## config.mk

```make
export PLATFORM = sky130hd
export DESIGN_NAME = reg_file_2r1w
export DESIGN_NICKNAME = d
export VERILOG_FILES = /design/src/rtl/reg_file_2r1w.sv
export SDC_FILE = /design/constraint.sdc
export NUM_CORES = 1
export LEC_CHECK = 0
export BUFFER_PORTS_ARGS = -buffer_cell sky130_fd_sc_hd__buf_2
export CELL_PAD_IN_SITES_DETAIL_PLACEMENT = 2
export CELL_PAD_IN_SITES_GLOBAL_PLACEMENT = 2
export CORE_ASPECT_RATIO = 1.2
export CORE_UTILIZATION = 25
export CTS_BUF_LIST = sky130_fd_sc_hd__clkbuf_4 sky130_fd_sc_hd__clkbuf_8
export CTS_CLUSTER_SIZE = 25
export DETAILED_ROUTE_END_ITERATION = 7
export PLACE_DENSITY = 0.6
export SLEW_MARGIN = 20
export SYNTH_ARGS = -nofsm -noshare
export SYNTH_HDL_FRONTEND = slang
export SYNTH_SLANG_ARGS = --single-unit
```

## constraint.sdc

```tcl
create_clock -name clk -period 5 [get_ports clk]
set_input_delay 1 -clock clk [delete_from_list [all_inputs] [get_ports clk]]
set_output_delay 1 -clock clk [all_outputs]
set_load 0.01 [all_outputs]
```

## src/rtl/reg_file_2r1w.sv

```systemverilog
// Two-read, one-write register file with registered read ports and a clear sequencer.
// Optional write-through forwarding to the read ports when REG_FILE_BYPASS_EN is defined.
module reg_file_2r1w #(
  parameter int unsigned ADDR_WIDTH = 3,
  parameter int unsigned DATA_WIDTH = 8,
  parameter int unsigned INIT_VALUE = 0
) (
  input  logic                  clk,
  input  logic                  reset,
  input  logic                  clr,
  output logic                  busy,
  input  logic                  w_en,
  input  logic [ADDR_WIDTH-1:0] w_addr,
  input  logic [DATA_WIDTH-1:0] w_data,
  input  logic                  ra_en,
  input  logic [ADDR_WIDTH-1:0] ra_addr,
  output logic [DATA_WIDTH-1:0] ra_data,
  output logic                  ra_valid,
  input  logic                  rb_en,
  input  logic [ADDR_WIDTH-1:0] rb_addr,
  output logic [DATA_WIDTH-1:0] rb_data,
  output logic                  rb_valid,
  output logic                  dbg_state
);

  localparam int unsigned           DEPTH     = 1 << ADDR_WIDTH;
  localparam logic [ADDR_WIDTH-1:0] LAST_ADDR = ADDR_WIDTH'(DEPTH - 1);
  localparam logic [DATA_WIDTH-1:0] INIT_WORD = DATA_WIDTH'(INIT_VALUE);

  typedef enum logic {
    ST_CLEAR = 1'b0,
    ST_IDLE  = 1'b1
  } state_t;

  state_t                  state;
  logic [ADDR_WIDTH-1:0]   cnt;
  logic [DATA_WIDTH-1:0]   mem [DEPTH];

  logic                    user_wr;
  logic                    mem_we;
  logic [ADDR_WIDTH-1:0]   mem_waddr;
  logic [DATA_WIDTH-1:0]   mem_wdata;
  logic                    rd_ok;
  logic [DATA_WIDTH-1:0]   ra_word;
  logic [DATA_WIDTH-1:0]   rb_word;

  assign dbg_state = state;

  // Handshake: rX_valid is a one-cycle strobe, high in the cycle after an
  // accepted read (rX_en while not busy); there is no backpressure.
  // A user write is accepted only in IDLE and loses to a same-cycle clr.
  always_comb begin
    user_wr   = (state == ST_IDLE) && w_en && !clr;
    mem_we    = 1'b0;
    mem_waddr = w_addr;
    mem_wdata = w_data;
    if (state == ST_CLEAR) begin
      mem_we    = 1'b1;
      mem_waddr = cnt;
      mem_wdata = INIT_WORD;
    end else if (user_wr) begin
      mem_we    = 1'b1;
    end
    rd_ok = (state == ST_IDLE);
  end

  // Forwarding only ever sees user writes; clear writes happen while reads are blocked.
  always_comb begin
`ifdef REG_FILE_BYPASS_EN
    ra_word = (user_wr && (w_addr == ra_addr)) ? w_data : mem[ra_addr];
    rb_word = (user_wr && (w_addr == rb_addr)) ? w_data : mem[rb_addr];
`else
    ra_word = mem[ra_addr];
    rb_word = mem[rb_addr];
`endif
  end

  // Storage array carries no reset; its contents come from the clear sequencer.
  always_ff @(posedge clk) begin
    if (mem_we) begin
      mem[mem_waddr] <= mem_wdata;
    end
  end

  always_ff @(posedge clk or posedge reset) begin
    if (reset) begin
      state <= ST_CLEAR;
      busy  <= 1'b1;
      cnt   <= '0;
    end else begin
      case (state)
        ST_CLEAR: begin
          if (clr) begin
            cnt <= '0;
          end else if (cnt == LAST_ADDR) begin
            cnt   <= '0;
            state <= ST_IDLE;
            busy  <= 1'b0;
          end else begin
            cnt <= cnt + ADDR_WIDTH'(1);
          end
        end
        ST_IDLE: begin
          if (clr) begin
            cnt   <= '0;
            state <= ST_CLEAR;
            busy  <= 1'b1;
          end
        end
        default: begin
          cnt   <= '0;
          state <= ST_CLEAR;
          busy  <= 1'b1;
        end
      endcase
    end
  end

  always_ff @(posedge clk or posedge reset) begin
    if (reset) begin
      ra_data  <= '0;
      ra_valid <= 1'b0;
      rb_data  <= '0;
      rb_valid <= 1'b0;
    end else begin
      ra_valid <= rd_ok && ra_en;
      rb_valid <= rd_ok && rb_en;
      if (rd_ok && ra_en) begin
        ra_data <= ra_word;
      end
      if (rd_ok && rb_en) begin
        rb_data <= rb_word;
      end
    end
  end

endmodule

```

======== Yosys cells after proc, flatten, opt, wreduce, memory -nomap -nowiden ========
Memories as Yosys holds them, arrays and structs flattened. A register that Yosys moved wholly into a read port is not among the register bits.
Cells that the tools add are included.
operators by class
  add/subtract/negate cells ............... 1
  equal/unequal tests ..................... 4
  mux-type cells .......................... 18
  bitwise operators ....................... 1
  reductions and logical operators ........ 6
operators with widths
  kind                                                              count
  3-bit 2-to-1 mux                                                  4
  1-bit 2-to-1 mux                                                  10
  8-bit 2-to-1 mux                                                  1
  3-bit case mux with 2 select lines                                1
  1-bit logical AND                                                 4
  2-bit != test (second input constant)                             2
  1-bit case mux with 2 select lines                                2
  3-bit by 1-bit adder with 3-bit output (second input constant)    1
  3-bit == test (second input constant)                             1
  3-bit AND reduction                                               1
  2-bit by 1-bit != test with 1-bit output (second input constant)  1
  1-bit logical NOT                                                 1
  1-bit NOT                                                         1
word-level totals
  bits in registers ....................... 7
  bits in writable memories ............... 64
  bits of input ports ..................... 23
  output and inout bits ................... 20
  logic and storage cells ................. 36
  memories kept ........................... 1
memory list
  memory  words  bits a word  read ports  clocked after Yosys merged registers in  write ports  line  source
  mem     8      8            2           2                                        1            37    logic [DATA_WIDTH-1:0] mem [DEPTH];

======== Longest topological paths before layout ========
Gate-level depths: netlist of the first run.
  word-level depth ........................ 6
  depth in mapped cells ................... 5
  mapped depth without buffers ............ 5

======== Least setup slack after synthesis of the first run ========
OpenSTA, ideal clock, no wires.
  path type ............................... in2reg
  from .................................... input port w_en
  to ...................................... memory mem[1][0] (enable)
  library setup time ...................... 0.370 ns
  arrival ................................. 1.690 ns
  required time ........................... 4.630 ns
  path slack .............................. 2.939 ns
  stages on the path ...................... 3
  path buffers ............................ 0
  cells stage by stage .................... nor2b_1 -> a31oi_1 -> nor2_1
between the ends
  cells in the longest elaborated chain, start to end .. 6
ends and longest elaborated chain
  what                                    line  source
  from (decl)                             12    input logic w_en,
  1-bit logical AND (2 in series)         53    user_wr = (state == ST_IDLE) && w_en && !clr;
  1-bit 2-to-1 mux                        61    end else if (user_wr) begin
  1-bit 2-to-1 mux                        57    if (state == ST_CLEAR) begin
  1-bit 2-to-1 mux                        80    if (mem_we) begin
  1-bit 2-to-1 mux (not written as such)  81    mem[mem_waddr] <= mem_wdata;
  to (decl)                               37
No other way between the ends.

======== Final worst setup path of the first run ========
  from .................................... register state (netlist: dbg_state)
  to ...................................... output port dbg_state
RTL lines
  what                    line  source
  from (decl)             35    state_t state;
  from (signal assigned)  87    state <= ST_CLEAR;
  from (signal assigned)  97    state <= ST_IDLE;
  from (signal assigned)  106   state <= ST_CLEAR;
  to (decl)               23    output logic dbg_state
No word-level cell between the ends.

==> results.sh, run 1 <==
export IMPL_met3WireLength_um=342
export IMPL_end_kind="output pin"
export IMPL_hold_buffers=0
export IMPL_fin_crit_sh=0.5095
export IMPL_fin_crit_ns=2.548
export IMPL_grt_max_degree=33
export IMPL_ant_nets=0
export IMPL_wl_per_cell_um=20.48
export IMPL_routed_wl_um=11180
export IMPL_first_pass_iters=4
export IMPL_grt_pass1_wl_um=17330
export IMPL_grtUsageTotal=0.1427
export IMPL_rrSetupSlack_ns=2.60
export IMPL_core_area_um2=16140
export IMPL_n_antenna_cell=0
export IMPL_path_class="flip-flop to output pin"
export IMPL_grt_overflow_total=0
export IMPL_critical_path_max_stage_delay_ns=0.91
export IMPL_rr_startpoint="dbg_state$_DFF_PP0_"
export IMPL_fmax_mhz=392.5
export IMPL_ios=43
export IMPL_cp_max_fo=28
export IMPL_cp_required_ns=4.00
export IMPL_grt_antenna_before_repair=0
export IMPL_cp_start_kind="flip-flop"
export IMPL_finClkSkew_ns=0.01628
export IMPL_setup_viol=0
export IMPL_rr_worst_depth=2
export IMPL_drc=0
export IMPL_dp_hpwl_um=7818
export IMPL_yosysUniqueCellTypes=30
export IMPL_netlist_area_leader_share=0.4669
export IMPL_synth_seq_cells=87
export IMPL_ys_warn_count=0
export IMPL_yosysTopAreaCell="edfxtp_1"
export IMPL_path_clk_slew_ns=0.09
export IMPL_path_buf_inv=1
export IMPL_final_util=0.2884
export IMPL_vdd_drop_max_mv=0.09924
export IMPL_numClockSinks=87
export IMPL_grt_setup_unrepaired="false"
export IMPL_hold_viol_final=0
export IMPL_hp_start="rb_data[1]$_DFFE_PP0P_"
export IMPL_postCtsSetupRepairBufs=0
export IMPL_relSlewSlack=0.3805
export IMPL_syn_inst=292
export IMPL_r2r_end="mem[2][6]$_DFFE_PP_"
export IMPL_cts_buffers_inserted=9
export IMPL_run_status="complete, no violations"
export IMPL_multi_input_area_um2=1411
export IMPL_clockBufferDepth=2
export IMPL_syn_to_final_growth_pct=13.10
export IMPL_slowest_stage="dfrtp_1"
export IMPL_viasPerCell=4.689
export IMPL_drv_slew=0
export IMPL_dr_total_vias=2560
export IMPL_cp_top_family="flip-flops"
export IMPL_cts_resized=0
export IMPL_rows=51
export IMPL_avgSynthCellArea_um2=14.10
export IMPL_grt_pass1_vias=2869
export IMPL_top_layer="met4"
export IMPL_htree_levels=3
export IMPL_initial_core_util=0.2550
export IMPL_portBuffers=42
export IMPL_worstMarginPinSlew_ns=0.9293
export IMPL_synth_area_leaders="edfxtp_1 (47%), dfrtp_1 (13%), mux2_2 (8.8%)"
export IMPL_wl_met2_um=5953
export IMPL_hold_depth=2
export IMPL_dieArea_um2=16990
export IMPL_arrival_ns=1.55
export IMPL_cts_tree="yes"
export IMPL_gp_congestion=0.7423
export IMPL_hold_class="flip-flop to flip-flop"
export IMPL_dieHeight_um=142.6
export IMPL_synth_area_um2=4116
export IMPL_fill_cells=1720
export IMPL_drive_gt1_frac=0.2784
export IMPL_nets=354
export IMPL_clk_latency_ns=0.37
export IMPL_seq_area_um2=2499
export IMPL_cap_violations=0
export IMPL_p_per_area_nw_per_um2=363.3
export IMPL_drtIter0Drc=79
export IMPL_clockRootBuffer="clkbuf_8"
export IMPL_seq_area_frac_synth=0.6070
export IMPL_die_w_um=119.1
export IMPL_worstHoldEndpoint="rb_data[1]$_DFFE_PP0P_"
export IMPL_wl_met1_um=4621
export IMPL_worstSetupPathDepth=1
export IMPL_syn_nets=317
export IMPL_startpoint="dbg_state$_DFF_PP0_"
export IMPL_crit_chain="buf_2"
export IMPL_fin_tns_setup_ns=0
export IMPL_power_leakage_nw=1.871
[kinds of logic after synthesis]
kind of cell    Yosys count  share of synthesized area
flops                    87                     0.6070
mux                      66                     0.1702
simple gates             58                    0.06292
compound gates           56                     0.1036
buf+inv                  23                    0.05015
fa+ha+maj                 2                   0.006078
[sequential cells by signal, summed over array words and instances, names as in the netlist]
| name | count |
|---|---|
| dbg_state | 1 |
| rb_valid | 1 |
| ra_data | 8 |
| ra_valid | 1 |
| cnt | 3 |
| rb_data | 8 |
| mem | 64 |
| busy | 1 |
[synthesized netlist by cell type, drive strengths merged]
library cell and instances:
a21oi 2, o22ai 16, mux2i 34, inv 6
nor3 1, a31oi 2, edfxtp 64, dfstp 1
mux2 32, a22o 16, buf 10, a2bb2oi 1
nand2 21, clkbuf 7, nand2b 3, and2 8
nor2b 5, a22oi 1, o31ai 16, ha 2
dfrtp 22, nor2 20, a32oi 2
[power by group]
group / total [mW] / switching (mW) / internal [mW]
Combinational: 0.225 / 0.134 / 0.0909
Clock: 0.597 / 0.250 / 0.348
Sequential: 0.869 / 0.0350 / 0.834
[metal layers]
layer | up-vias | GRT usage
met1 | 1311 | 0.1593
met3 | 15 | 0.02764
li1 | 1182 | -
met5 | - | 0
met4 | 0 | 0.06196
met2 | 52 | 0.2622
[placed cells by master (no fill, tap or decap), drive strengths merged, types with 5 or more instances in the layout]
master  netlist  final
mux2         32     32
and2          8      8
nand2        21     21
clkbuf        7     12
buf          10     43
o22ai        16     16
nor2b         5      5
edfxtp       64     64
mux2i        34     34
nor2         20     20
o31ai        16     16
inv           6      6
a22o         16     16
dfrtp        22     22
[final cells by class]
cell class / instances / share of cell area
Clock buffer: 12 / 0.03144
Inverter: 6 / 0.004837
Timing Repair Buffer: 43 / 0.04676
Sequential cell: 87 / 0.5367
Tap cell: 212 / 0.05697
Clock inverter: 4 / 0.02016
Multi-Input combinational cell: 182 / 0.3031
[through the flow]
stage	power, mW	instances	cell area (µm²)	hold slack [ns]	setup WS, ns
global route	1.771	546	4656	0.5309	2.301
detailed placement	1.117	530	4415	0.4791	2.281
floorplan	1.022	292	4116	0.4945	2.939
global placement	1.109	530	4415	0.4597	2.351
finish	1.691	546	4656	0.4904	2.452
CTS	1.719	546	4656	0.5006	2.410
[worst reg2reg max path: cells and delay by family, from the launching register on]
family	cells	cell delay, ns
compound gates	1	0.33
flops	1	0.91
simple gates	1	0.77
[worst max-delay path by stage]
stage                     slack, ns             endpoint
after detailed placement       2.28  mem[4][6]$_DFFE_PP_
after CTS                      2.41            dbg_state
after floorplan                2.94  mem[1][0]$_DFFE_PP_
final                          2.45            dbg_state
after global placement         2.35  mem[4][6]$_DFFE_PP_
after global routing           2.30            dbg_state
(Power assumes the default switching activity.)
==> run 2: changes to the inputs <==
- clock period: 5 -> 2.5 ns (I/O delays scaled with it)
==> results.sh, run 2 (same netlist as run 1, synthesis figures left out) <==
export IMPL_fmax_mhz=486.2
export IMPL_cts_buffers_inserted=9
export IMPL_vdd_drop_max_mv=0.2045
export IMPL_slowest_stage="dfrtp_1"
export IMPL_relSlewSlack=0.5079
export IMPL_first_pass_iters=4
export IMPL_path_clk_slew_ns=0.09
export IMPL_grtUsageTotal=0.1451
export IMPL_switching_power_uw=852.9
export IMPL_grt_max_degree=33
export IMPL_worstMarginPinSlew_ns=0.7364
export IMPL_drc=0
export IMPL_clkPwrFrac=0.315
export IMPL_drtIter0Drc=80
export IMPL_final_util=0.2945
export IMPL_top_usage_layer="met2"
export IMPL_initial_core_util=0.2550
export IMPL_internal_power_mw=2.390
export IMPL_numClockSinks=87
export IMPL_hold_viol_final=0
export IMPL_grt_pass1_vias=2944
export IMPL_n_antenna_cell=0
export IMPL_met2_usage=0.2479
export IMPL_ios=43
export IMPL_cp_max_fo=19
export IMPL_dieHeight_um=142.6
export IMPL_grt_pass1_wl_um=17550
export IMPL_power_leakage_nw=1.938
export IMPL_core_area_um2=16140
export IMPL_rows=51
export IMPL_globalRouteMet1Util=0.1791
export IMPL_crit_chain="buf_4 -> buf_2"
export IMPL_htree_levels=3
export IMPL_clockRootBuffer="clkbuf_8"
export IMPL_largest_reg_flops=64
export IMPL_setup_viol=0
export IMPL_hold_class="input port to async pin"
export IMPL_viasPerCell=4.732
export IMPL_fill_cells=1715
export IMPL_clk_latency_ns=0.36
export IMPL_fin_crit_ns=2.057
export IMPL_cp_start_kind="flip-flop"
export IMPL_clockBufferDepth=2
export IMPL_portBuffers=42
export IMPL_grtUsageMet3=0.02163
export IMPL_syn_to_final_growth_pct=15.50
export IMPL_cts_tree="yes"
export IMPL_wl_per_cell_um=20.60
export IMPL_pwr_share_seq=0.537
export IMPL_critical_path_max_stage_delay_ns=0.75
export IMPL_dieArea_um2=16990
export IMPL_dp_hpwl_um=7935
export IMPL_layout_common_cells="edfxtp_1 (64), buf_2 (42), mux2i_1 (34)"
export IMPL_drv_slew=0
export IMPL_p_comb_frac=0.148
export IMPL_drive_gt1_frac=0.3103
export IMPL_place_area_um2=4553
export IMPL_die_w_um=119.1
export IMPL_fin_crit_sh=0.8228
export IMPL_final_common_cell="edfxtp_1"
export IMPL_dr_total_vias=2650
export IMPL_multi_input_area_um2=1411
export IMPL_p_per_area_nw_per_um2=682.1
export IMPL_gp_congestion=0.7292
export IMPL_fin_tns_setup_ns=0
export IMPL_path_class="flip-flop to output pin"
export IMPL_seq_area_um2=2499
export IMPL_cts_resized=0
export IMPL_regMostFlops="mem"
export IMPL_finClkSkew_ns=0.01055
export IMPL_swShare=0.2630
export IMPL_postLayoutCellArea_um2=4755
export IMPL_grt_overflow_total=0
export IMPL_grt_setup_unrepaired="false"
export IMPL_nets=369
export IMPL_ant_nets=0
export IMPL_routed_wl_um=11540
export IMPL_run_status="complete, no violations"
export IMPL_hold_buffers=0
export IMPL_cap_violations=0
export IMPL_hold_slack_ns=0.1947
export IMPL_arrival_ns=1.56
export IMPL_grt_antenna_before_repair=0
export IMPL_largestRegisters="mem (64), ra_data (8), rb_data (8)"
export IMPL_cp_required_ns=2.00
export IMPL_postCtsSetupRepairBufs=0
export IMPL_end_kind="output pin"
run 2: changes by cell type in the layout (fill, tap and decap cells not counted), sizes merged:
cell | before | now
bufinv | 3 | 1
clkinvlp | 0 | 1
buf | 43 | 58
run 2: routing by layer:
metal	vias to the layer above	part of all wire
met3	17	0.029
met5	-	0
li1	1212	-
met1	1363	0.45
met2	58	0.49
met4	0	0.024
run 2: power groups by stage:
stage | clock network [mW] | logic, mW | registers (mW)
3_5_place_dp | 0 | 0.492 | 1.78
6_report | 1.02 | 0.480 | 1.74
4_1_cts | 1.06 | 0.494 | 1.75
2_1_floorplan | 0 | 0.264 | 1.78
3_3_place_gp | 0 | 0.475 | 1.77
5_1_grt | 1.11 | 0.525 | 1.76
run 2: path summary, 6_finish.rpt:
kind / to / slack, ns / cells after the start / startpoint
min in group clk: dbg_state$_DFF_PP0_ / 0.38 / 2 / clr
setup reg to reg: ra_data[7]$_DFFE_PP0P_ / 0.58 / 2 / dbg_state$_DFF_PP0_
max in group asynchronous: busy$_DFFE_PP1P_ / 1.98 / 3 / reset
hold reg to reg: rb_data[2]$_DFFE_PP0P_ / 0.48 / 2 / rb_data[2]$_DFFE_PP0P_
hold / removal: ra_valid$_DFF_PP0_ / 0.19 / 3 / reset
setup / recovery: dbg_state / 0.44 / 2 / dbg_state$_DFF_PP0_
run 2: stage by stage:
stage          worst slack [ns]  total power [mW]  std cells
6_report                 0.4431             3.243        560
5_1_grt                  0.3357             3.393        560
4_1_cts                  0.4138             3.300        560
3_5_place_dp             0.5620             2.267        545
3_3_place_gp             0.5913             2.244        545
2_1_floorplan            0.8239             2.043        292
run 2: final cells by class:
| class | instances | area share |
|---|---|---|
| Clock buffer | 12 | 0.03342 |
| Clock inverter | 3 | 0.008947 |
| Inverter | 6 | 0.004737 |
| Multi-Input combinational cell | 182 | 0.2968 |
| Sequential cell | 87 | 0.5255 |
| Tap cell | 212 | 0.05579 |
| Timing Repair Buffer | 58 | 0.07474 |
run 2: worst max-delay path: cells and delay by family, from the launching register on:
family,cells,cell delay [ns]
buffers and inverters,2,0.44
DFF,1,0.75
==> run 3: changes to the inputs <==
- ABC_AREA: default -> 1
- PLACE_DENSITY: 0.6 -> 0.67
- clock period: 2.5 -> 1.91 ns (I/O delays scaled with it)
==> results.sh, run 3 <==
export IMPL_cts_tree="yes"
export IMPL_core_area_um2=17440
export IMPL_hold_slack_ns=0.04796
export IMPL_dp_cells=774
export IMPL_avgSynthCellArea_um2=8.535
export IMPL_seq_area_frac_synth=0.5630
export IMPL_ys_warn_count=0
export IMPL_cp_max_fo=8
export IMPL_finalWorstSetupSlack_ns=0.2975
export IMPL_setup_viol=0
export IMPL_fmax_mhz=620.1
export IMPL_finClkSkew_ns=0.01060
export IMPL_place_ws_ns=0.2809
export IMPL_cap_violations=0
export IMPL_numClockSinks=87
export IMPL_first_pass_iters=5
export IMPL_viasPerCell=4.584
export IMPL_synth_seq_cells=87
export IMPL_cp_required_ns=2.00
export IMPL_largest_reg_flops=64
export IMPL_p_per_area_nw_per_um2=818.3
export IMPL_final_util=0.2883
export IMPL_synthSimpleGateAreaFrac=0.2983
export IMPL_clockRootBuffer="clkbuf_8"
export IMPL_grt_pass1_vias=4108
export IMPL_layout_common_cells="nand2_1 (183), nand3_1 (114), inv_1 (83)"
export IMPL_synth_adder_area_share=0.005639
export IMPL_grt_overflow_total=0
export IMPL_grt_setup_unrepaired="false"
export IMPL_drc=0
export IMPL_synth_area_mux_share=0
export IMPL_fin_crit_sh=0.8443
export IMPL_final_common_cell="nand2_1"
export IMPL_synth_area_leaders="edfxtp_1 (43%), nand2_1 (15%), nand3_1 (13%)"
export IMPL_fin_tns_setup_ns=0
export IMPL_hold_class="input port to async pin"
export IMPL_dr_total_vias=3621
export IMPL_vdd_drop_max_mv=0.2646
export IMPL_syn_inst=520
export IMPL_hold_viol_final=0
export IMPL_netlist_area_leader_share=0.4330
export IMPL_dp_hpwl_um=12000
export IMPL_path_clk_slew_ns=0.10
export IMPL_regMostFlops="mem"
export IMPL_cts_buffers_inserted=9
export IMPL_routed_wl_um=15670
export IMPL_async_reset_ff_frac=0.2644
export IMPL_run_status="complete, no violations"
export IMPL_ant_nets=0
export IMPL_dieArea_um2=18290
export IMPL_synth_area_um2=4438
export IMPL_clk_latency_ns=0.38
export IMPL_power_total_mw=4.114
export IMPL_n_antenna_cell=0
export IMPL_path_class="flip-flop to flip-flop"
export IMPL_slowest_stage="dfrtp_1"
export IMPL_cp_top_family="flip-flops"
export IMPL_ios=43
export IMPL_final_cells=790
export IMPL_synthFlopType="edfxtp_1"
export IMPL_place_area_um2=4847
export IMPL_relSlewSlack=0.7326
export IMPL_synth_top_family_by_area="simple AND/OR/NAND/NOR gates"
export IMPL_synth_edf_count=64
export IMPL_drv_slew=0
export IMPL_fin_crit_ns=1.613
export IMPL_htree_levels=3
export IMPL_cts_resized=0
export IMPL_portBuffers=42
export IMPL_syn_nets=545
export IMPL_synth_most_common_cell="nand2_1"
export IMPL_largestRegisters="mem (64), ra_data (8), rb_data (8)"
export IMPL_arrival_ns=1.70
export IMPL_synth_xor_area_frac=0
export IMPL_dieHeight_um=148.0
export IMPL_postLayoutCellArea_um2=5027
export IMPL_drtIter0Drc=206
export IMPL_initial_core_util=0.2545
export IMPL_cp_common_cell="buf_4"
export IMPL_critical_path_max_stage_delay_ns=0.44
export IMPL_nets=590
export IMPL_end_kind="flip-flop"
export IMPL_gp_congestion=0.7956
export IMPL_grt_antenna_before_repair=0
export IMPL_power_leakage_nw=2.471
export IMPL_die_w_um=123.6
export IMPL_hold_buffers=0
export IMPL_synth_compound_area_frac=0.008458
export IMPL_crit_chain="buf_4 -> o21ai_1 -> nand2_1 -> nor2_1 -> buf_4"
export IMPL_synth_commonest_cells="nand2_1 (183), nand3_1 (114), inv_1 (83), edfxtp_1 (64), dfrtp_1 (22)"
export IMPL_rows=53
export IMPL_yosysUniqueCellTypes=20
export IMPL_worstMarginPinSlew_ns=0.4011
export IMPL_cp_start_kind="flip-flop"
export IMPL_path_buf_inv=2
export IMPL_postCtsSetupRepairBufs=0
export IMPL_wl_per_cell_um=19.83
export IMPL_grtUsageTotal=0.1837
export IMPL_drive_gt1_frac=0.1474
export IMPL_grt_max_degree=33
export IMPL_syn_to_final_growth_pct=13.28
export IMPL_clockBufferDepth=2
export IMPL_yosysTopAreaCell="edfxtp_1"
export IMPL_grt_pass1_wl_um=24420
## run 3: area by class of cell
type	instances	area, µm²
Fill cell	2008	12410
Multi-Input combinational cell	320	1386
Clock inverter	5	41.29
Tap cell	220	275.3
Timing Repair Buffer	58	342.8
Sequential cell	87	2499
Inverter	89	344.1
Clock buffer	11	138.9
## run 3: routing by layer
metal | routed length (µm) | vias up | global-route usage
met4 | 240 | 0 | 0.05181
met5 | 0 | - | 0
li1 | - | 1734 | -
met1 | 7121 | 1802 | 0.2375
met3 | 434 | 17 | 0.02662
met2 | 7870 | 68 | 0.3142
## run 3: final timing paths
path                                     endpoint  cells after the start              startpoint  slack (ns)
setup / recovery              mem[7][1]$_DFFE_PP_                      5     dbg_state$_DFF_PP0_        0.30
hold / removal                 cnt[2]$_DFFE_PP0P_                      3                   reset        0.05
setup reg to reg              mem[7][1]$_DFFE_PP_                      5     dbg_state$_DFF_PP0_        0.30
hold reg to reg            ra_data[2]$_DFFE_PP0P_                      2  ra_data[2]$_DFFE_PP0P_        0.48
max in group asynchronous        busy$_DFFE_PP1P_                      3                   reset        1.57
min in group clk              dbg_state$_DFF_PP0_                      2                     clr        0.22
## run 3: tightest hold or removal path: stages
cell and delay (ns):
buf_2 0.10, inv_1 0.04, buf_4 0.31
## run 3: power by group
part,leakage [nW],switching (mW),internal (mW)
clock network,0.0874,0.707,0.514
logic,1.48,0.424,0.218
registers,0.908,0.0748,2.18
total,2.47,1.21,2.91
## run 3: cell families after synthesis
kind of cell,Yosys count
DFF,87
and+or+nand+nor,312
adders and majority gates,2
AOI/OAI and AO/OA,6
buffers and inverters,113
